<file path="src/rtl/sipo_load_ctrl_pkg.sv">
// Shared state type and default sizing for the SIPO load controller.
// SIPO_LOAD_CTRL_TIMEOUT_EN adds the ERR state used by the FETCH wait timeout.
package sipo_load_ctrl_pkg;

  localparam int SIZE_DEF    = 256;
  localparam int TIMEOUT_DEF = 1024;

`ifdef SIPO_LOAD_CTRL_TIMEOUT_EN
  typedef enum logic [2:0] {IDLE, CLR, FETCH, SHIFT, DONE, ERR} state_e;
`else
  typedef enum logic [2:0] {IDLE, CLR, FETCH, SHIFT, DONE} state_e;
`endif

endpackage

</file>
<file path="src/rtl/sipo_load_ctrl_if.sv">
// Byte stream into the SIPO load controller: valid/ready, one byte per handshake.
interface sipo_load_ctrl_if;
  logic [7:0] s_data;
  logic       s_valid;
  logic       s_ready;

  modport master (output s_data, output s_valid, input s_ready);
  modport slave  (input s_data, input s_valid, output s_ready);
endinterface

</file>
<file path="src/rtl/sipo_load_ser.sv">
// Byte serializer: load 8 bits, then present them MSB first, one per shift cycle.
// last_o marks the eighth shift of the current byte.
module sipo_load_ser (
  input  logic       clk,
  input  logic       rnot,
  input  logic       load_i,
  input  logic [7:0] data_i,
  input  logic       shift_i,
  output logic       msb_o,
  output logic       last_o
);

  logic [7:0] shreg_q, shreg_d;
  logic [2:0] phase_q, phase_d;

  always_comb begin
    shreg_d = shreg_q;
    phase_d = phase_q;
    if (load_i) begin
      shreg_d = data_i;
      phase_d = 3'd0;
    end else if (shift_i) begin
      shreg_d = {shreg_q[6:0], 1'b0};
      phase_d = phase_q + 3'd1;
    end
  end

  always_ff @(posedge clk or negedge rnot) begin
    if (!rnot) begin
      shreg_q <= 8'd0;
      phase_q <= 3'd0;
    end else begin
      shreg_q <= shreg_d;
      phase_q <= phase_d;
    end
  end

  assign msb_o  = shreg_q[7];
  assign last_o = (phase_q == 3'd7);

endmodule

</file>
<file path="src/rtl/sipo_load_ctrl.sv">
// Frame loader: fetches SIZE/8 bytes and shifts them MSB first into an external SIPO.
// All outputs decode from registered state; SIPO_LOAD_CTRL_TIMEOUT_EN aborts a stalled FETCH.
module sipo_load_ctrl
  import sipo_load_ctrl_pkg::*;
#(
  parameter int SIZE    = SIZE_DEF,
  parameter int TIMEOUT = TIMEOUT_DEF
) (
  input  logic                 clk,
  input  logic                 rnot,
  input  logic                 start,
  output logic                 busy,
  sipo_load_ctrl_if.slave      s,
  output logic                 sipo_clear,
  output logic                 sipo_enable,
  output logic                 sipo_in,
  output logic                 done,
  output logic [$clog2(SIZE):0] bit_count,
  output logic                 timeout
);

  localparam int            CW     = $clog2(SIZE) + 1;
  localparam logic [CW-1:0] SIZE_C = CW'(SIZE);

  if (SIZE < 8 || (SIZE % 8) != 0 || TIMEOUT < 2) begin : g_bad_cfg
    $error("sipo_load_ctrl: SIZE must be a multiple of 8 and >= 8, TIMEOUT must be >= 2");
  end

  state_e        state_q, state_d;
  logic [CW-1:0] bit_count_q, bit_count_d;
  logic          ser_msb;
  logic          ser_last;
  logic          hs;

  assign hs = (state_q == FETCH) && s.s_valid;

  sipo_load_ser u_ser (
    .clk     (clk),
    .rnot    (rnot),
    .load_i  (hs),
    .data_i  (s.s_data),
    .shift_i (state_q == SHIFT),
    .msb_o   (ser_msb),
    .last_o  (ser_last)
  );

`ifdef SIPO_LOAD_CTRL_TIMEOUT_EN
  localparam int            WW        = $clog2(TIMEOUT);
  localparam logic [WW-1:0] WAIT_LAST = WW'(TIMEOUT - 1);

  logic [WW-1:0] wait_q, wait_d;

  // Cleared outside FETCH, so every FETCH entry starts counting from zero.
  always_comb begin
    wait_d = '0;
    if (state_q == FETCH && !s.s_valid) wait_d = wait_q + WW'(1);
  end

  always_ff @(posedge clk or negedge rnot) begin
    if (!rnot) wait_q <= '0;
    else       wait_q <= wait_d;
  end
`endif

  always_comb begin
    state_d     = state_q;
    bit_count_d = bit_count_q;
    case (state_q)
      IDLE:  if (start) state_d = CLR;
      CLR: begin
        bit_count_d = '0;
        state_d     = FETCH;
      end
      FETCH: begin
        if (s.s_valid) state_d = SHIFT;
`ifdef SIPO_LOAD_CTRL_TIMEOUT_EN
        else if (wait_q == WAIT_LAST) state_d = ERR;
`endif
      end
      SHIFT: begin
        bit_count_d = bit_count_q + CW'(1);
        if (ser_last) state_d = (bit_count_d == SIZE_C) ? DONE : FETCH;
      end
      DONE:  state_d = IDLE;
`ifdef SIPO_LOAD_CTRL_TIMEOUT_EN
      ERR:   state_d = IDLE;
`endif
      default: state_d = IDLE;
    endcase
  end

  always_ff @(posedge clk or negedge rnot) begin
    if (!rnot) begin
      state_q     <= IDLE;
      bit_count_q <= '0;
    end else begin
      state_q     <= state_d;
      bit_count_q <= bit_count_d;
    end
  end

  assign busy        = (state_q != IDLE);
  assign s.s_ready   = (state_q == FETCH);
  assign sipo_enable = (state_q == SHIFT);
  assign sipo_in     = sipo_enable & ser_msb;
  assign done        = (state_q == DONE);
  assign bit_count   = bit_count_q;

`ifdef SIPO_LOAD_CTRL_TIMEOUT_EN
  assign sipo_clear = (state_q == CLR) || (state_q == ERR);
  assign timeout    = (state_q == ERR);
`else
  assign sipo_clear = (state_q == CLR);
  assign timeout    = 1'b0;
`endif

endmodule
</file>
<file path="src/flat_wrapper.sv">
// flat-port wrapper written by rule: the top's interface ports become plain ports
module sipo_load_ctrl_flat import sipo_load_ctrl_pkg::*;
#(
  parameter int SIZE    = SIZE_DEF,
  parameter int TIMEOUT = TIMEOUT_DEF
)
  (clk, rnot, start, busy, sipo_clear, sipo_enable, sipo_in, done, bit_count, timeout, s_s_data, s_s_valid, s_s_ready);
  sipo_load_ctrl_if s_i ();
  input  logic clk;
  input  logic rnot;
  input  logic start;
  output logic busy;
  output logic sipo_clear;
  output logic sipo_enable;
  output logic sipo_in;
  output logic done;
  output logic [$clog2(SIZE):0] bit_count;
  output logic timeout;
  input wire logic [$bits(s_i.s_data)-1:0] s_s_data;
  input wire logic [$bits(s_i.s_valid)-1:0] s_s_valid;
  output wire logic [$bits(s_i.s_ready)-1:0] s_s_ready;
  assign s_i.s_data = s_s_data;
  assign s_i.s_valid = s_s_valid;
  assign s_s_ready = s_i.s_ready;
  sipo_load_ctrl #(.SIZE(SIZE), .TIMEOUT(TIMEOUT)) u_core (.clk(clk), .rnot(rnot), .start(start), .busy(busy), .s(s_i), .sipo_clear(sipo_clear), .sipo_enable(sipo_enable), .sipo_in(sipo_in), .done(done), .bit_count(bit_count), .timeout(timeout));
endmodule
</file>
<file path="config.mk">
export PLATFORM = sky130hd
export DESIGN_NAME = sipo_load_ctrl_flat
export DESIGN_NICKNAME = d
export VERILOG_FILES = /design/src/rtl/sipo_load_ctrl_pkg.sv /design/src/rtl/sipo_load_ctrl_if.sv /design/src/rtl/sipo_load_ser.sv /design/src/rtl/sipo_load_ctrl.sv /design/src/flat_wrapper.sv
export SDC_FILE = /design/constraint.sdc
export NUM_CORES = 1
export LEC_CHECK = 0
export ABC_AREA = 0
export ABC_CLOCK_PERIOD_IN_PS = 4250
export BUFFER_PORTS_ARGS = -buffer_cell sky130_fd_sc_hd__buf_2
export CAP_MARGIN = 20
export CORE_ASPECT_RATIO = 0.7
export CORE_MARGIN = 3
export CORE_UTILIZATION = 50
export DETAILED_ROUTE_END_ITERATION = 7
export HOLD_SLACK_MARGIN = 0.03
export PLACE_DENSITY = 0.75
export REMOVE_ABC_BUFFERS = 1
export SLEW_MARGIN = 20
export SYNTH_ARGS = -nofsm -noshare
export SYNTH_HDL_FRONTEND = slang
export SYNTH_SLANG_ARGS = --single-unit
</file>
<file path="constraint.sdc">
create_clock -name clk -period 4.25 [get_ports clk]
set_clock_uncertainty 0.15 [all_clocks]
set_input_delay 0.85 -clock clk [delete_from_list [all_inputs] [get_ports clk]]
set_output_delay 0.85 -clock clk [all_outputs]
set_load 0.1 [all_outputs]
</file>
Word level (Yosys, flattened, before mapping):

Index checks and enable logic that the tools add are counted.

* input port bits: 12
* output and inout bits: 16
* register bits: 23
* logic and storage cells: 32

* $add $sub $neg: 2
* bitwise logic cells: 1
* mux-type cells: 10
* reductions and logical operators: 6
* eq/ne operators: 9

Operators with widths (count)
* $mux 3: 6
* $pmux 9 s2: 1
* $mux 8: 2
* $pmux 3 s4: 1
* $add 9x1->9 const B: 1
* $eq 9x9->1 const B: 1
* $eq 3x2->1 const B: 2
* $eq 3x3->1 const B: 2
* $ne 2x2->1 const B: 3
* $reduce_bool 2->1: 2
* $add 3x1->3 const B: 1
* $eq 3x1->1 const B: 1
* $logic_not 3->1: 1
* $reduce_and 3->1: 1
* $reduce_bool 3->1: 1
* $and 1x1->1: 1
* $logic_and 1x1->1: 1

Logic depth before layout (Yosys ltp):

Gate-level depths: netlist (run 1).

* depth after elaboration: 5
* mapped depth: 7

Modules after synthesis:

A second synthesis (run 1) with hierarchy kept.

* cell total of the unflattened synthesis: 144
* area total of the unflattened synthesis: 1355.0 µm²

By module, submodules not included
* sipo_load_ctrl: times used 1, cells an instance 98, area each 844.6 µm²
* sipo_load_ser: times used 1, cells an instance 46, area each 510.5 µm²

Worst setup path before layout (run 1):

OpenSTA, ideal clock, no wires.

* path type: flip-flop to output port
* start: reg u_core.state_q[1]
* end: out done
* stages on the path, launching flop included: 3
* data required time: 3250 ps
* path slack: 442 ps
* path buffers: 1
* arrival: 2808 ps
* path through: dfrtp_1 -> clkbuf_1 -> nor3b_1

* longest elaborated chain between the ends: 1

RTL lines
* start: declaration: line sipo_load_ctrl.sv:29 `state_e state_q, state_d;`
* start signal: assignment: line sipo_load_ctrl.sv:97 `state_q <= state_d;`
* $eq 3x3->1: line sipo_load_ctrl.sv:106 `assign done = (state_q == DONE);`
* end: declaration: line flat_wrapper.sv:16 `output logic done;`

Every way passes these cells.

Final worst setup path (run 1):

* start: reg u_core.state_q[2]
* end: out sipo_in

* longest elaborated chain between the ends: 2

RTL lines
* $eq 3x2->1: line sipo_load_ctrl.sv:104 `assign sipo_enable = (state_q == SHIFT);`
* $and 1x1->1: line sipo_load_ctrl.sv:105 `assign sipo_in = sipo_enable & ser_msb;`
* end: declaration: line flat_wrapper.sv:15 `output logic sipo_in;`

Every way passes these cells.

==> results of run 1 <==
## area by class of cell
class	count	share of cell area [%]
multi-input combinational	100	43.28
timing repair buffer	26	9.378
sequential	23	41.48
inverter	4	1.082
tap	32	2.885
clock buffer	4	1.894
## layer usage
| layer | wire length, um | vias up |
|---|---|---|
| met5 | 0 | - |
| met4 | 13 | 0 |
| met3 | 166 | 2 |
| met2 | 1183 | 30 |
| met1 | 1247 | 489 |
| li1 | - | 511 |
## sequential cells by signal, summed over array words and instances, names as in the netlist
signal / flops
u_core.state_q: 3
u_core.u_ser.shreg_q: 8
u_core.u_ser.phase_q: 3
u_core.bit_count: 9
## worst max-delay path: stages (launching register included)
cell and delay (ps):
dfrtp_1 440, nand2b_1 340, or2_1 450, inv_2 280, and2_1 160, buf_2 420
## synthesized netlist by cell type, drive strengths merged, types with 2 or more instances
library cell | instances | area share [%]
nor3 | 2 | 1.2
a31oi | 3 | 1.5
nand3 | 3 | 2.2
nand2 | 31 | 9.4
buf | 4 | 2.8
mux2i | 2 | 1.6
a22oi | 6 | 3.6
a21o | 2 | 1.3
ha | 4 | 4.0
and2 | 2 | 1.0
xor2 | 3 | 2.1
or3 | 3 | 1.9
nor3b | 2 | 1.2
o31ai | 2 | 1.2
clkbuf | 3 | 0.91
dfrtp | 23 | 47
o21ai | 14 | 5.7
inv | 4 | 1.2
nor2 | 7 | 2.3
xnor2 | 2 | 1.4
## cell usage in the layout, fill, tap and decap left out, types with 2 or more instances in the layout
master / n
nand2_1: 31
buf_2: 26
dfrtp_1: 23
o21ai_0: 13
nor2_1: 6
a22oi_1: 6
ha_1: 4
inv_1: 3
a31oi_1: 3
xor2_1: 3
clkbuf_4: 3
nor3b_1: 2
or3_1: 2
and2_1: 2
o31ai_1: 2
mux2i_1: 2
xnor2_1: 2
nand3_1: 2
## power groups by stage
stage,Sequential (mW),Combinational [mW],Clock [mW]
finish,0.389,0.626,0.0981
global route,0.403,0.668,0.112
CTS,0.389,0.628,0.102
detailed placement,0.393,0.627,0
global placement,0.388,0.613,0
floorplan,0.574,0.316,0
## kinds of logic after synthesis
logic type	count (synthesis)	synth area share (%)
compound gates	32	16.48
xor+xnor	5	3.540
fa+ha+maj	4	4.045
buf+inv	11	4.954
flops	23	46.51
mux	2	1.618
other cells	1	0.3030
simple gates	56	22.55
## final timing paths
kind                       cells after the start  slack, ps                      end               startpoint
max in group asynchronous                      1       3260      u_core.bit_count[8]                     rnot
min reg2reg                                    2        340  u_core.u_ser.shreg_q[7]  u_core.u_ser.shreg_q[7]
max                                            5        850                  sipo_in        u_core.state_q[2]
max reg2reg                                    6       1970  u_core.u_ser.phase_q[0]        u_core.state_q[0]
min in group clk                               2        340  u_core.u_ser.shreg_q[7]  u_core.u_ser.shreg_q[7]
min                                            1        340  u_core.u_ser.shreg_q[6]                     rnot
## stage by stage
step	instances	hold slack, ps
finish	189	337.4
global route	189	356.6
floorplan	127	287.6
global placement	185	308.9
detailed placement	185	312.7
CTS	189	341.2
==> load_flow_metrics.sql, run 1 <==
INSERT INTO impl_metrics (metric_group, metric, value, unit) VALUES
('logic_synthesis', 'yosysWarningCount', '0', ''),
('global_route', 'globalRouteTotalUtil', '18.47', '%'),
('timing', 'slew-limit-headroom', '66.11', '%'),
('placement', 'hpwl', '1.934', 'mm'),
('timing', 'setup_repair_after_global_routing_missed_its_margin', 'no', ''),
('pwr', 'total_power', '1.113', 'mW'),
('layout', 'postLayoutCoreUtil', '61.89', '%'),
('die', 'floorplan.initialDensity', '55.19', '%'),
('layout', 'filler_cell_count', '226', ''),
('drt', 'drt_iter0_drc', '28', ''),
('pwr', 'p_clk_share', '8.8', '%'),
('clock_network', 'insertion_delay', '310', 'ps'),
('timing', 'final-max-slew-violation-count', '0', ''),
('global_route', 'grt_use_met2', '29.18', '%'),
('pwr', 'power_frac_comb', '56.2', '%'),
('worst_setup_path', 'setup.worst_path.end_class', 'primary output', ''),
('global_route', 'global_route.usage.met3', '4.225', '%'),
('global_route', 'first_global_vias', '915', ''),
('clock_network', 'cts.repair_timing.setup_buffer_count', '0', ''),
('worst_setup_path', 'cp.required', '3250', 'ps'),
('logic_synthesis', 'netlist_instances', '134', ''),
('drt', 'wirelength', '2.609', 'mm'),
('die', 'top_level_ports', '28', ''),
('drt', 'detail-route-antenna-nets', '0', ''),
('pwr', 'sw_frac_of_total', '57.31', '%'),
('min_path', 'hold_path.class', 'input pin to async pin', ''),
('layout', 'multi_input_comb_area', '600.6', 'sq um'),
('timing', 'fraction_of_the_cycle_the_final_worst_path_needs', '79.97', '%'),
('layout', 'final_layout_size_suffix_gt1_share', '22.29', '%'),
('clock_network', 'clock_tree.buffer_depth', '2', ''),
('die', 'die_height', '47.62', 'um'),
('clock_network', 'post_cts.resized_instances', '0', ''),
('pwr', 'p_switching', '0.6381', 'mW'),
('die', 'die_area', '0.003117', 'sq mm'),
('logic_synthesis', 'netlist_area', '0.001237', 'sq mm'),
('die', 'core_area', '0.002242', 'sq mm'),
('placement', 'preCtsSetupSlack', '1224', 'ps'),
('placement', 'dpl_cell_area', '0.001361', 'sq mm'),
('timing', 'worst_pin_slew', '508.3', 'ps'),
('pwr', 'seq_power_share', '35.0', '%'),
('drt', 'drc', '0', ''),
('timing', 'final-setup-viol-count', '0', ''),
('die', 'rows', '14', ''),
('logic_synthesis', 'synth.ff_latch_count', '23', ''),
('logic_synthesis', 'postSynth.topFlopCell', 'dfrtp_1', ''),
('logic_synthesis', 'synth_cell_types', '41', ''),
('clock_network', 'clock_sink_count', '23', ''),
('layout', 'antenna_diode_instance_count', '0', ''),
('logic_synthesis', 'postSynth.asyncResetShare', '100.0', '%'),
('run', 'cap_violations', '0', ''),
('pwr', 'internal_power', '0.4754', 'mW'),
('timing', 'timing.setup.tns', '0', 'ps'),
('global_route', 'grt_antenna_before_repair', '0', ''),
('logic_synthesis', 'synth_seq_area_share', '46.51', '%'),
('logic_synthesis', 'synth_enable_flop_cells', '0', ''),
('worst_setup_path', 'cp.arrival', '2400', 'ps'),
('pwr', 'largest_vdd_supply_drop', '0.0005191', 'V'),
('layout', 'ff_latch_area', '575.6', 'sq um'),
('clock_network', 'cts_tree', 'done', ''),
('status', 'outcome', 'complete, no violations', ''),
('clock_network', 'cts_made_buffers', '3', ''),
('pwr', 'p_leak', '0.6692', 'nW'),
('global_route', 'top_usage_layer', 'met2', ''),
('pwr', 'p_per_area', '802.5', 'mW/mm^2'),
('drt', 'wire_per_inst', '13.80', 'um'),
('worst_setup_path', 'worstSetupPathType', 'register to primary output', ''),
('global_route', 'largest_net_degree_at_the_start_of_global_routing', '24', ''),
('drt', 'route.detailed.vias_per_inst', '5.460', ''),
('clock_network', 'clock-root-buffer', 'clkbuf_4', ''),
('die', 'die-width', '65.46', 'um'),
('clock_network', 'clock_pin_transition_on_the_worst_setup_and_hold_timing_paths', '120', 'ps');
Note: power is estimated with default switching activity, not from simulation.
==> inputs of run 2 (changes only) <==
--- a/config.mk
+++ b/config.mk
@@ -6,7 +6,7 @@
 export NUM_CORES = 1
 export LEC_CHECK = 0
 export ABC_AREA = 0
-export ABC_CLOCK_PERIOD_IN_PS = 4250
+export ABC_CLOCK_PERIOD_IN_PS = 3200
 export BUFFER_PORTS_ARGS = -buffer_cell sky130_fd_sc_hd__buf_2
 export CAP_MARGIN = 20
 export CORE_ASPECT_RATIO = 0.7
==> constraint.sdc (replaced) <==
create_clock -name clk -period 3.2 [get_ports clk]
set_clock_uncertainty 0.15 [all_clocks]
set_input_delay 0.64 -clock clk [delete_from_list [all_inputs] [get_ports clk]]
set_output_delay 0.64 -clock clk [all_outputs]
set_load 0.1 [all_outputs]
==> load_flow_metrics.sql, run 2 (synthesized netlist as in run 1, its figures left out) <==
INSERT INTO impl_metrics (metric_group, metric, value, unit) VALUES
('worst_setup_path', 'cp.required', '2410', 'ps'),
('pwr', 'p_per_area', '1060', 'mW/mm^2'),
('timing', 'worst_pin_slew', '504.5', 'ps'),
('layout', 'finalNonFillerCells', '192', ''),
('global_route', 'grt_overflow_total', '0', ''),
('clock_network', 'clock_sink_count', '23', ''),
('die', 'die_area', '0.003117', 'sq mm'),
('layout', 'layout_commonest_cell', 'nand2_1', ''),
('drt', 'num_vias', '1028', ''),
('placement', 'numPortBuffers', '26', ''),
('layout', 'antenna_diode_instance_count', '0', ''),
('die', 'core_area', '0.002242', 'sq mm'),
('die', 'rows', '14', ''),
('clock_network', 'h_tree_depth_reported_by_cts', '1', ''),
('drt', 'drt_iter0_drc', '67', ''),
('timing', 'fin_crit', '2740', 'ps'),
('placement', 'hpwl', '1.962', 'mm'),
('placement', 'finalWeightedCongestion', '0.8704', ''),
('timing', 'slew-limit-headroom', '66.36', '%'),
('layout', 'filler_cell_count', '212', ''),
('clock_network', 'cts_tree', 'done', ''),
('pwr', 'total_power', '1.494', 'mW'),
('run', 'cap_violations', '0', ''),
('die', 'floorplan.initialDensity', '55.19', '%'),
('drt', 'drt-pass1-iter-count', '4', ''),
('worst_setup_path', 'worstSetupPathType', 'register to primary output', ''),
('status', 'outcome', 'complete, no violations', ''),
('worst_setup_path', 'cp-start-kind', 'register', ''),
('global_route', 'largest_net_degree_at_the_start_of_global_routing', '24', ''),
('drt', 'route.detailed.vias_per_inst', '5.354', ''),
('clock_network', 'post_cts.resized_instances', '0', ''),
('timing', 'setup_repair_after_global_routing_missed_its_margin', 'no', ''),
('worst_setup_path', 'setup.worst_path.end_class', 'primary output', ''),
('layout', 'largest_register_ff_count', '9', ''),
('timing', 'finalHoldViolCount', '0', ''),
('worst_setup_path', 'critical_path.max_fanout', '10', ''),
('timing', 'timing.final.ws_setup', '460.3', 'ps'),
('global_route', 'first_global_vias', '957', ''),
('clock_network', 'ctsHoldBuffers', '0', ''),
('worst_setup_path', 'cp.arrival', '1950', 'ps'),
('global_route', 'globalRouteTotalUtil', '19.07', '%'),
('min_path', 'hold_path.class', 'input pin to async pin', ''),
('clock_network', 'cts.repair_timing.setup_buffer_count', '0', ''),
('placement', 'preCtsSetupSlack', '814.9', 'ps'),
('worst_setup_path', 'crit_path_cell_trace', 'nand2b_1, or2_1, inv_2, and2_1, buf_2', ''),
('drt', 'wirelength', '2.630', 'mm'),
('timing', 'max_freq', '365.0', 'MHz'),
('timing', 'final-setup-viol-count', '0', ''),
('clock_network', 'clock_pin_transition_on_the_worst_setup_and_hold_timing_paths', '120', 'ps'),
('layout', 'final_layout_size_suffix_gt1_share', '23.75', '%'),
('layout', 'finish.net_count', '177', ''),
('drt', 'drc', '0', ''),
('pwr', 'p_leak', '0.6830', 'nW'),
('worst_setup_path', 'timing.critical_path.slowest_cell_delay', '440', 'ps'),
('layout', 'layout_common_cells', '31 x nand2_1, 26 x buf_2, 23 x dfrtp_1, 13 x o21ai_0', ''),
('drt', 'wire_per_inst', '13.70', 'um'),
('die', 'die-width', '65.46', 'um'),
('global_route', 'grt_antenna_before_repair', '0', ''),
('clock_network', 'cts_made_buffers', '3', ''),
('die', 'die_height', '47.62', 'um'),
('clock_network', 'clock_tree.buffer_depth', '2', ''),
('layout', 'syn_to_final_growth', '13.95', '%'),
('clock_network', 'clock-root-buffer', 'clkbuf_4', ''),
('pwr', 'largest_vdd_supply_drop', '0.0006910', 'V'),
('clock_network', 'insertion_delay', '300', 'ps'),
('worst_setup_path', 'crit_slowest_cell', 'dfrtp_1', ''),
('timing', 'final-max-slew-violation-count', '0', ''),
('die', 'top_level_ports', '28', ''),
('timing', 'fraction_of_the_cycle_the_final_worst_path_needs', '85.62', '%'),
('global_route', 'first_pass_grt_wire_length', '4.471', 'mm'),
('drt', 'detail-route-antenna-nets', '0', ''),
('placement', 'post-place-cells', '188', '');
[run 2: layout make-up]
type | count | area [sq um] | share of cell area, %
multi-input cells | 100 | 600.6 | 42.59
flip-flops and latches | 23 | 575.6 | 40.82
repair buffers | 29 | 152.6 | 10.83
well taps | 32 | 40.04 | 2.839
clock buffers | 4 | 26.28 | 1.863
inverters | 4 | 15.01 | 1.065
[run 2: path summary, 6_finish.rpt]
check	cells past startpoint	slack, ps	end	startpoint
worst min register to register	2	350	u_core.u_ser.shreg_q[3]	u_core.u_ser.shreg_q[3]
worst max register to register	7	1180	u_core.u_ser.shreg_q[1]	u_core.state_q[0]
min in group clk	2	350	u_core.u_ser.shreg_q[3]	u_core.u_ser.shreg_q[3]
worst min-delay path	1	130	u_core.u_ser.shreg_q[7]	rnot
worst max-delay path	5	460	sipo_in	u_core.state_q[2]
max in group asynchronous	1	2430	u_core.bit_count[2]	rnot
[run 2: per-layer routing]
metal	vias to the layer above	GRT usage [%]	part of all wire [%]
li1	517	-	-
met1	485	27.06	51
met2	24	28.77	43
met3	2	5.869	5.2
met4	0	4.959	0.53
met5	-	0	0
[run 2: critical path: cells and delay by family (launching register included)]
family / cells / cell delay [ps]
buffers and inverters: 2 / 530
AND/OR/NAND/NOR: 3 / 660
flip-flops: 1 / 440
[run 2: power by group]
group	internal, mW	switching [mW]
sequential	0.396	0.122
combinational	0.199	0.648
clock	0.0486	0.0811
[run 2: per-stage QoR]
step           setup TNS (ps)  hold slack [ps]  area [sq um]  utilization, %
3_5_place_dp                0            321.9          1384           61.72
6_report                    0            133.6          1410           62.89
2_1_floorplan           -7444            194.4          1191               -
4_1_cts                     0            146.7          1410           62.89
5_1_grt                     0            155.3          1410           62.89
3_3_place_gp                0            309.2          1384           61.72
==> inputs of run 3 (changes only) <==
--- a/config.mk
+++ b/config.mk
@@ -6,15 +6,15 @@
 export NUM_CORES = 1
 export LEC_CHECK = 0
 export ABC_AREA = 0
-export ABC_CLOCK_PERIOD_IN_PS = 3200
+export ABC_CLOCK_PERIOD_IN_PS = 2400
 export BUFFER_PORTS_ARGS = -buffer_cell sky130_fd_sc_hd__buf_2
 export CAP_MARGIN = 20
 export CORE_ASPECT_RATIO = 0.7
 export CORE_MARGIN = 3
-export CORE_UTILIZATION = 50
+export CORE_UTILIZATION = 47
 export DETAILED_ROUTE_END_ITERATION = 7
 export HOLD_SLACK_MARGIN = 0.03
-export PLACE_DENSITY = 0.75
+export PLACE_DENSITY = 0.74
 export REMOVE_ABC_BUFFERS = 1
 export SLEW_MARGIN = 20
 export SYNTH_ARGS = -nofsm -noshare
==> constraint.sdc (replaced) <==
create_clock -name clk -period 2.4 [get_ports clk]
set_clock_uncertainty 0.15 [all_clocks]
set_input_delay 0.48 -clock clk [delete_from_list [all_inputs] [get_ports clk]]
set_output_delay 0.48 -clock clk [all_outputs]
set_load 0.1 [all_outputs]
==> load_flow_metrics.sql, run 3 (synthesized netlist as in run 1, its figures left out) <==
INSERT INTO impl_metrics (metric_group, metric, value, unit) VALUES
('clock_network', 'insertion_delay', '260', 'ps'),
('worst_setup_path', 'cp.required', '1770', 'ps'),
('worst_setup_path', 'worstSetupPathType', 'register to primary output', ''),
('clock_network', 'cts_tree', 'done', ''),
('placement', 'dpl_cell_area', '0.001429', 'sq mm'),
('pwr', 'p_per_area', '1434', 'mW/mm^2'),
('global_route', 'first_global_vias', '857', ''),
('clock_network', 'clock-root-buffer', 'clkbuf_8', ''),
('pwr', 'sw_frac_of_total', '54.04', '%'),
('clock_network', 'clock_tree.buffer_depth', '2', ''),
('placement', 'hpwl', '1.864', 'mm'),
('timing', 'fin_crit', '2277', 'ps'),
('drt', 'drc', '0', ''),
('clock_network', 'clock_pin_transition_on_the_worst_setup_and_hold_timing_paths', '80', 'ps'),
('timing', 'max_freq', '439.2', 'MHz'),
('drt', 'wirelength', '2.474', 'mm'),
('die', 'die-width', '67.33', 'um'),
('pwr', 'seq_power_share', '32.5', '%'),
('global_route', 'globalRouteTotalUtil', '15.74', '%'),
('timing', 'final-setup-viol-count', '0', ''),
('global_route', 'grt_overflow_total', '0', ''),
('worst_setup_path', 'setup.worst_path.end_class', 'primary output', ''),
('pwr', 'power_frac_comb', '56.5', '%'),
('die', 'die_area', '0.003294', 'sq mm'),
('placement', 'post-place-cells', '190', ''),
('clock_network', 'post_cts.resized_instances', '0', ''),
('layout', 'layout_commonest_cell', 'nand2_1', ''),
('clock_network', 'cts.repair_timing.setup_buffer_count', '0', ''),
('layout', 'postLayoutCoreUtil', '63.80', '%'),
('die', 'rows', '14', ''),
('timing', 'timing.hold.ws', '28.14', 'ps'),
('timing', 'timing.final.ws_setup', '123.1', 'ps'),
('pwr', 'p_leak', '0.7147', 'nW'),
('drt', 'route.detailed.vias_per_inst', '5.268', ''),
('layout', 'finish.net_count', '179', ''),
('worst_setup_path', 'worst_setup_path_startpoint', 'u_core.state_q[1]', ''),
('clock_network', 'cts_made_buffers', '3', ''),
('drt', 'drt_iter0_drc', '83', ''),
('layout', 'final_layout_size_suffix_gt1_share', '25.31', '%'),
('layout', 'layout_common_cells', '31 x nand2_1, 24 x buf_2, 23 x dfrtp_1, 13 x o21ai_0', ''),
('drt', 'drt-pass1-iter-count', '5', ''),
('drt', 'detail-route-antenna-nets', '0', ''),
('pwr', 'p_switching', '1.143', 'mW'),
('timing', 'finalHoldViolCount', '0', ''),
('pwr', 'largest_vdd_supply_drop', '0.001063', 'V'),
('run', 'cap_violations', '0', ''),
('placement', 'preCtsSetupSlack', '415.7', 'ps'),
('timing', 'fraction_of_the_cycle_the_final_worst_path_needs', '94.87', '%'),
('die', 'die_height', '48.93', 'um'),
('worst_setup_path', 'cp-start-kind', 'register', ''),
('die', 'floorplan.initialDensity', '53.52', '%'),
('pwr', 'total_power', '2.115', 'mW'),
('layout', 'antenna_diode_instance_count', '0', ''),
('drt', 'wire_per_inst', '12.75', 'um'),
('layout', 'finalNonFillerCells', '194', ''),
('placement', 'numPortBuffers', '26', ''),
('layout', 'largest_register_ff_count', '9', ''),
('worst_setup_path', 'critical_path.reg2reg.startpoint', 'u_core.bit_count[0]', ''),
('clock_network', 'clock_sink_count', '23', ''),
('timing', 'final-max-slew-violation-count', '0', ''),
('worst_setup_path', 'worstRegToRegCells', '6', ''),
('min_path', 'hold_path.class', 'input pin to async pin', ''),
('placement', 'finalWeightedCongestion', '0.8559', ''),
('clock_network', 'ctsHoldBuffers', '0', ''),
('pwr', 'internal_power', '0.9719', 'mW'),
('global_route', 'grt_antenna_before_repair', '0', ''),
('layout', 'final_area', '0.001475', 'sq mm'),
('drt', 'num_vias', '1022', ''),
('pwr', 'p_clk_share', '11.0', '%'),
('global_route', 'first_pass_grt_wire_length', '4.029', 'mm'),
('timing', 'timing.setup.tns', '0', 'ps'),
('die', 'core_area', '0.002312', 'sq mm'),
('layout', 'syn_to_final_growth', '19.21', '%'),
('global_route', 'largest_net_degree_at_the_start_of_global_routing', '24', ''),
('status', 'outcome', 'complete, no violations', ''),
('timing', 'setup_repair_after_global_routing_missed_its_margin', 'no', ''),
('die', 'top_level_ports', '28', ''),
('clock_network', 'h_tree_depth_reported_by_cts', '1', ''),
('worst_setup_path', 'critical_path.max_fanout', '12', ''),
('worst_setup_path', 'cp.arrival', '1650', 'ps');
## run 3: changes by cell type in the layout (fill, tap and decap cells not counted)
cell,before,now
buf_12,0,2
clkinv_2,0,1
clkbuf_1,1,0
clkbuf_4,3,0
clkbuf_8,0,3
buf_4,3,5
buf_2,26,24
## run 3: area by class of cell
class	instances	area (sq um)
Timing Repair Buffer	31	197.7
Tap cell	32	40.04
Clock buffer	3	41.29
Clock inverter	1	5.005
Multi-Input combinational cell	100	600.6
Fill cell	197	837.1
Inverter	4	15.01
Sequential cell	23	575.6
## run 3: power by group through the flow
stage / sequential (mW) / combinational (mW) / clock [mW]
2_1_floorplan: 1.02 / 0.560 / 0
3_3_place_gp: 0.681 / 1.18 / 0
3_5_place_dp: 0.692 / 1.20 / 0
4_1_cts: 0.684 / 1.20 / 0.241
5_1_grt: 0.712 / 1.28 / 0.259
6_report: 0.688 / 1.19 / 0.233
## run 3: per-layer routing
metal	up-vias	global-route usage (%)	share of wire (%)
li1	517	-	-
met1	472	24.93	50
met2	31	21.53	44
met3	2	3.687	5.8
met4	0	3.030	0.53
met5	-	0	0
## run 3: critical path: stages, from the launching register on
cell	delay, ps
dfrtp_1	500
inv_1	130
or2_1	270
inv_2	90
buf_4	200
buf_12	190
## run 3: final timing paths
check | endpoint | slack [ps]
max | sipo_enable | 120
min | u_core.bit_count[0] | 30
max reg2reg | u_core.state_q[2] | 440
min reg2reg | u_core.u_ser.shreg_q[3] | 330
max in group asynchronous | u_core.u_ser.shreg_q[4] | 1740
min in group clk | u_core.u_ser.shreg_q[6] | 270
